### config.mk
export PLATFORM = sky130hd
export DESIGN_NAME = sipo_word_assembler
export DESIGN_NICKNAME = d
export VERILOG_FILES = /design/src/rtl/sipo_word_assembler_pkg.sv /design/src/rtl/sipo_bit_collector.sv /design/src/rtl/sipo_word_assembler.sv
export SDC_FILE = /design/constraint.sdc
export NUM_CORES = 1
export LEC_CHECK = 0
export CAP_MARGIN = 15
export CORE_AREA = 4 4 41 43
export CTS_BUF_LIST = sky130_fd_sc_hd__clkbuf_8
export CTS_CLUSTER_SIZE = 25
export DETAILED_ROUTE_END_ITERATION = 16
export DIE_AREA = 0 0 45 47
export PLACE_DENSITY_LB_ADDON = 0.25
export SLEW_MARGIN = 20
export SYNTH_ARGS = -nofsm -noshare
export SYNTH_HDL_FRONTEND = slang
export SYNTH_SLANG_ARGS = --single-unit
### constraint.sdc
create_clock -name clk -period 2.3 [get_ports clk]
set_input_delay 0.575 -clock clk [delete_from_list [all_inputs] [get_ports clk]]
set_output_delay 0.575 -clock clk [all_outputs]
set_load 0.01 [all_outputs]
### src/rtl/sipo_word_assembler_pkg.sv
// Shared types and helpers for the serial-in / parallel-out word assembler.
package sipo_word_assembler_pkg;

    // One-entry output buffer occupancy.
    typedef enum logic {
        BUF_EMPTY = 1'b0,
        BUF_FULL  = 1'b1
    } buf_state_e;

    // Width of the partial-word bit counter for a given word width.
    function automatic int unsigned cnt_w(input int unsigned width);
        return 32'($clog2(width)) + 32'd1;
    endfunction

endpackage : sipo_word_assembler_pkg

### src/rtl/sipo_bit_collector.sv
// Shift register plus bit counter that assembles WIDTH serial bits into a word.
//   clk, reset    : clock, async active-high reset
//   clear_i       : sync clear of the partial word (wins over bit_valid_i)
//   serial_i      : serial data bit, sampled when bit_valid_i is high
//   bit_valid_i   : qualifies serial_i on this edge
//   word_c        : assembled word including the bit sampled this edge
//   word_done_c   : high when this edge samples the last bit of a word
//   bit_count_o   : bits held in the current partial word (never WIDTH)
module sipo_bit_collector
    import sipo_word_assembler_pkg::*;
#(
    parameter int unsigned WIDTH     = 4,
    parameter bit          MSB_FIRST = 1'b1
) (
    input  logic                      clk,
    input  logic                      reset,
    input  logic                      clear_i,
    input  logic                      serial_i,
    input  logic                      bit_valid_i,
    output logic [WIDTH-1:0]          word_c,
    output logic                      word_done_c,
    output logic [cnt_w(WIDTH)-1:0]   bit_count_o
);

    localparam int unsigned CNT_W = cnt_w(WIDTH);

    logic [WIDTH-1:0] sr_q, sr_d;
    logic [CNT_W-1:0] cnt_q, cnt_d;
    logic [WIDTH-1:0] shifted_c;
    logic             last_bit_c;

    // Insertion point depends on bit order.
    if (MSB_FIRST) begin : g_msb_first
        assign shifted_c = {sr_q[WIDTH-2:0], serial_i};
    end else begin : g_lsb_first
        assign shifted_c = {serial_i, sr_q[WIDTH-1:1]};
    end

    assign last_bit_c  = bit_valid_i && (cnt_q == CNT_W'(WIDTH - 1));
    assign word_done_c = last_bit_c && !clear_i;
    assign word_c      = shifted_c;
    assign bit_count_o = cnt_q;

    // Next-state for the shift register and counter.
    always_comb begin
        sr_d  = sr_q;
        cnt_d = cnt_q;
        if (clear_i) begin
            sr_d  = '0;
            cnt_d = '0;
        end else if (bit_valid_i) begin
            sr_d  = shifted_c;
            cnt_d = last_bit_c ? '0 : cnt_q + CNT_W'(1);
        end
    end

    always_ff @(posedge clk or posedge reset) begin
        if (reset) begin
            sr_q  <= '0;
            cnt_q <= '0;
        end else begin
            sr_q  <= sr_d;
            cnt_q <= cnt_d;
        end
    end

endmodule : sipo_bit_collector

### src/rtl/sipo_word_assembler.sv
// Serial-to-parallel word assembler with a one-entry valid/ready output buffer
// and a sticky overrun flag for words completed while the buffer is occupied.
//   clk, reset  : clock, async active-high reset
//   clear       : sync clear of partial word, buffer and overrun
//   serial_in   : serial data bit
//   bit_valid   : samples serial_in on this edge
//   word_out    : buffered word (held stable while word_valid)
//   word_valid  : buffer holds an unconsumed word
//   word_ready  : downstream accepts word_out on this edge
//   bit_count   : bits collected in the current partial word
//   overrun     : sticky, set when a completed word is dropped
module sipo_word_assembler
    import sipo_word_assembler_pkg::*;
#(
    parameter int unsigned WIDTH     = 4,
    parameter bit          MSB_FIRST = 1'b1
) (
    input  logic                      clk,
    input  logic                      reset,
    input  logic                      clear,
    input  logic                      serial_in,
    input  logic                      bit_valid,
    output logic [WIDTH-1:0]          word_out,
    output logic                      word_valid,
    input  logic                      word_ready,
    output logic [cnt_w(WIDTH)-1:0]   bit_count,
    output logic                      overrun
);

    buf_state_e       state_q;
    logic [WIDTH-1:0] word_q;
    logic             overrun_q;
    logic [WIDTH-1:0] word_c;
    logic             word_done_c;

    sipo_bit_collector #(
        .WIDTH     (WIDTH),
        .MSB_FIRST (MSB_FIRST)
    ) u_collector (
        .clk         (clk),
        .reset       (reset),
        .clear_i     (clear),
        .serial_i    (serial_in),
        .bit_valid_i (bit_valid),
        .word_c      (word_c),
        .word_done_c (word_done_c),
        .bit_count_o (bit_count)
    );

    // Buffer FSM and overrun flag; clear wins over completion and handshake.
    always_ff @(posedge clk or posedge reset) begin
        if (reset) begin
            state_q   <= BUF_EMPTY;
            word_q    <= '0;
            overrun_q <= 1'b0;
        end else if (clear) begin
            state_q   <= BUF_EMPTY;
            overrun_q <= 1'b0;
        end else begin
            case (state_q)
                BUF_EMPTY: begin
                    if (word_done_c) begin
                        word_q  <= word_c;
                        state_q <= BUF_FULL;
                    end
                end
                BUF_FULL: begin
                    if (word_done_c && word_ready) begin
                        // zero-bubble handoff: old word leaves, new one lands
                        word_q <= word_c;
                    end else if (word_done_c) begin
                        // buffer occupied: keep old word, drop the new one
                        overrun_q <= 1'b1;
                    end else if (word_ready) begin
                        state_q <= BUF_EMPTY;
                    end
                end
                default: state_q <= BUF_EMPTY;
            endcase
        end
    end

    assign word_out   = word_q;
    assign word_valid = (state_q == BUF_FULL);
    assign overrun    = overrun_q;

endmodule : sipo_word_assembler

==> out/summary.txt <==
Status - finished, final reports clean
Largest net degree at the start of global routing - 13
Core ar. - 1300 µm²
Clock Path Buffers - 2
Total gr overflow - 0
Hold path cells - 1
Critical Path AT - 1.86 ns
Worst EP required - 2.41 ns
Gpl congestion - 0.715
Layout Skew - 0.00225 ns
Commonest non-fill, non-tap cell in the layout - clkdlybuf4s50_1
Htree depth - 1
Final setup fails - 0
Layout Cells excl Fill - 73
Row count - 13
Avg WL per Cell - 13.0 µm
Seq/Total Area, Yosys - 56.1%
Worst vdd ir - 0.375 mV
Synth cell types - 16
Total GRT Usage - 11.4%
Input/output buffers - 14
First-pass GRT wire length - 1.65 mm
Nets - 67
Critical path, cell by cell - clkdlybuf4s50_1, nand3b_4, nor3b_4, mux2_2
Slowest cell delay on critical path - 0.52 ns
Clock slew at reported path FFs - 0.04 ns
Num ports - 15
Area Overhead vs Synth - 37.1%
Fin crit period - 1.75 ns
Die Span X - 45 µm
CTS tree - yes
Fmax achieved - 572 MHz
Inserted Clock Buffers - 3
Pre-antenna DRT Iters - 3
Hold Crit Class - flop to flop
Initial DRC Count - 6
Maxcap violations - 0
Skew-Pair Late Insertion Delay - 0.23 ns
Setup Fix Bufs, Post-CTS - 0
Worst-Margin Slew - 0.441 ns
Initial Util - 41.2%
Vias in the first global route - 362
Post-DP HPWL - 709 µm
Post-Syn Nets - 48
Syn avg cell area - 13.1 µm²
Most frequent cells in the layout - clkdlybuf4s50_1 (14), dfrtp_1 (12), nand2b_1 (4), mux2_2 (4), nor2_1 (4)
Cell count after synthesis - 41
Placed insts - 70
Mean number of vias per cell - 4.99
Initial antenna violation count - 0
Antenna Nets Post-Route - 0
# resized after CTS - 0
YS warnings - 0
CTS root buf - clkbuf_8
Yosys reg bits - 12
Post-Syn Area - 536 µm²
Full die area - 2120 µm²
ANT cells - 0
RSZ-0062 raised after global routing - false
Routed WL - 951 µm
Worst path slowest cell - clkdlybuf4s50_1
Final Hold Viols - 0
Setup CP Type - input pin to flop
Setup crit end kind - flop
Vias - 364
PwrDens - 622 nW/µm²
Hold_buf cts - 0
Final Power - 457 µW
Startpoint class of the critical path - input pin
R2r setup slk - 0.76 ns
CP Max Fanout - 4
CTS sink count - 12
Final TNS setup - 0 ns
Relative slew slack - 70.6%
Final slew viol count - 0
Fraction of layout cells with a size suffix above 1 - 20.7%
R2R cell count - 4
Final worst path period share - 76.1%
Leak pwr - 0.000347 µW
Die span in y - 47 µm
DRC - 0
-- flip-flops by register name, indices dropped and copies added, names as in the netlist --
register / count
overrun: 1
u_collector.bit_count_o: 3
u_collector.sr_q: 3
word_out: 4
word_valid: 1
-- report_power, final --
group	internal (µW)	leakage (µW)	switching [µW]
logic	30.8	0.000160	22.2
clock network	114	0.0000216	63.3
registers	220	0.000165	5.90
-- cell families after synthesis --
kind of cell / share of synthesized area [%]
AOI/OAI and AO/OA: 6.07
adders and majority gates: 2.34
buffers and inverters: 4.44
DFF: 56.1
muxes: 14.0
and+or+nand+nor: 17.1
-- path summary, 6_finish.rpt --
check	to	start
setup / recovery	word_out[2]$_DFFE_PP0P_	bit_valid
hold / removal	word_out[3]$_DFFE_PP0P_	u_collector.sr_q[2]$_DFFE_PP0P_
setup reg to reg	word_out[2]$_DFFE_PP0P_	u_collector.bit_count_o[1]$_DFFE_PP0P_
hold reg to reg	word_out[3]$_DFFE_PP0P_	u_collector.sr_q[2]$_DFFE_PP0P_
max in group asynchronous	u_collector.sr_q[1]$_DFFE_PP0P_	reset
min in group asynchronous	overrun$_DFFE_PP0P_	reset
-- layer usage --
layer	share of wire (%)	GRT usage [%]	wire length (µm)
met1	43	13.0	405
met4	1.1	8.77	10
met3	4.4	3.45	42
met2	52	18.1	492
met5	0	0	0
-- critical path: cells and delay by family --
family	cells	cell delay [ns]
simple gates	2	0.40
mux	1	0.38
buf+inv	1	0.52
-- final cells by class --
type	instances	area [µm²]
sequential	12	300
tap	15	18.8
clock buffer	3	41.3
fill	125	567
timing repair buffer	16	155
multi-input combinational	25	211
inverter	2	7.51
-- per-stage QoR --
| step | setup WS, ns | instance area, µm² | hold WS, ns | util [%] |
|---|---|---|---|---|
| 6_report | 0.550 | 734 | 0.496 | 56.4 |
| 3_3_place_gp | 0.336 | 693 | 0.496 | 53.3 |
| 4_1_cts | 0.555 | 734 | 0.498 | 56.4 |
| 2_1_floorplan | 0.811 | 536 | 0.440 | - |
| 3_5_place_dp | 0.317 | 693 | 0.487 | 53.3 |
| 5_1_grt | 0.502 | 734 | 0.518 | 56.4 |
-- Yosys cell counts --
cell type	number	area (µm²)
dfrtp_1	12	300
mux2_2	4	45.0
nand2b_1	4	25.0
nor2_1	4	15.0
a21oi_1	3	15.0
mux2i_1	3	30.0
inv_1	2	7.51
a211oi_1	1	7.51
buf_2	1	5.00
buf_6	1	11.3
ha_1	1	12.5
nand3_1	1	5.00
nand3b_1	1	7.51
nand3b_4	1	20.0
nor3b_4	1	18.8
o21ba_2	1	10.0
No activity file was read; power rests on OpenSTA's default activity.
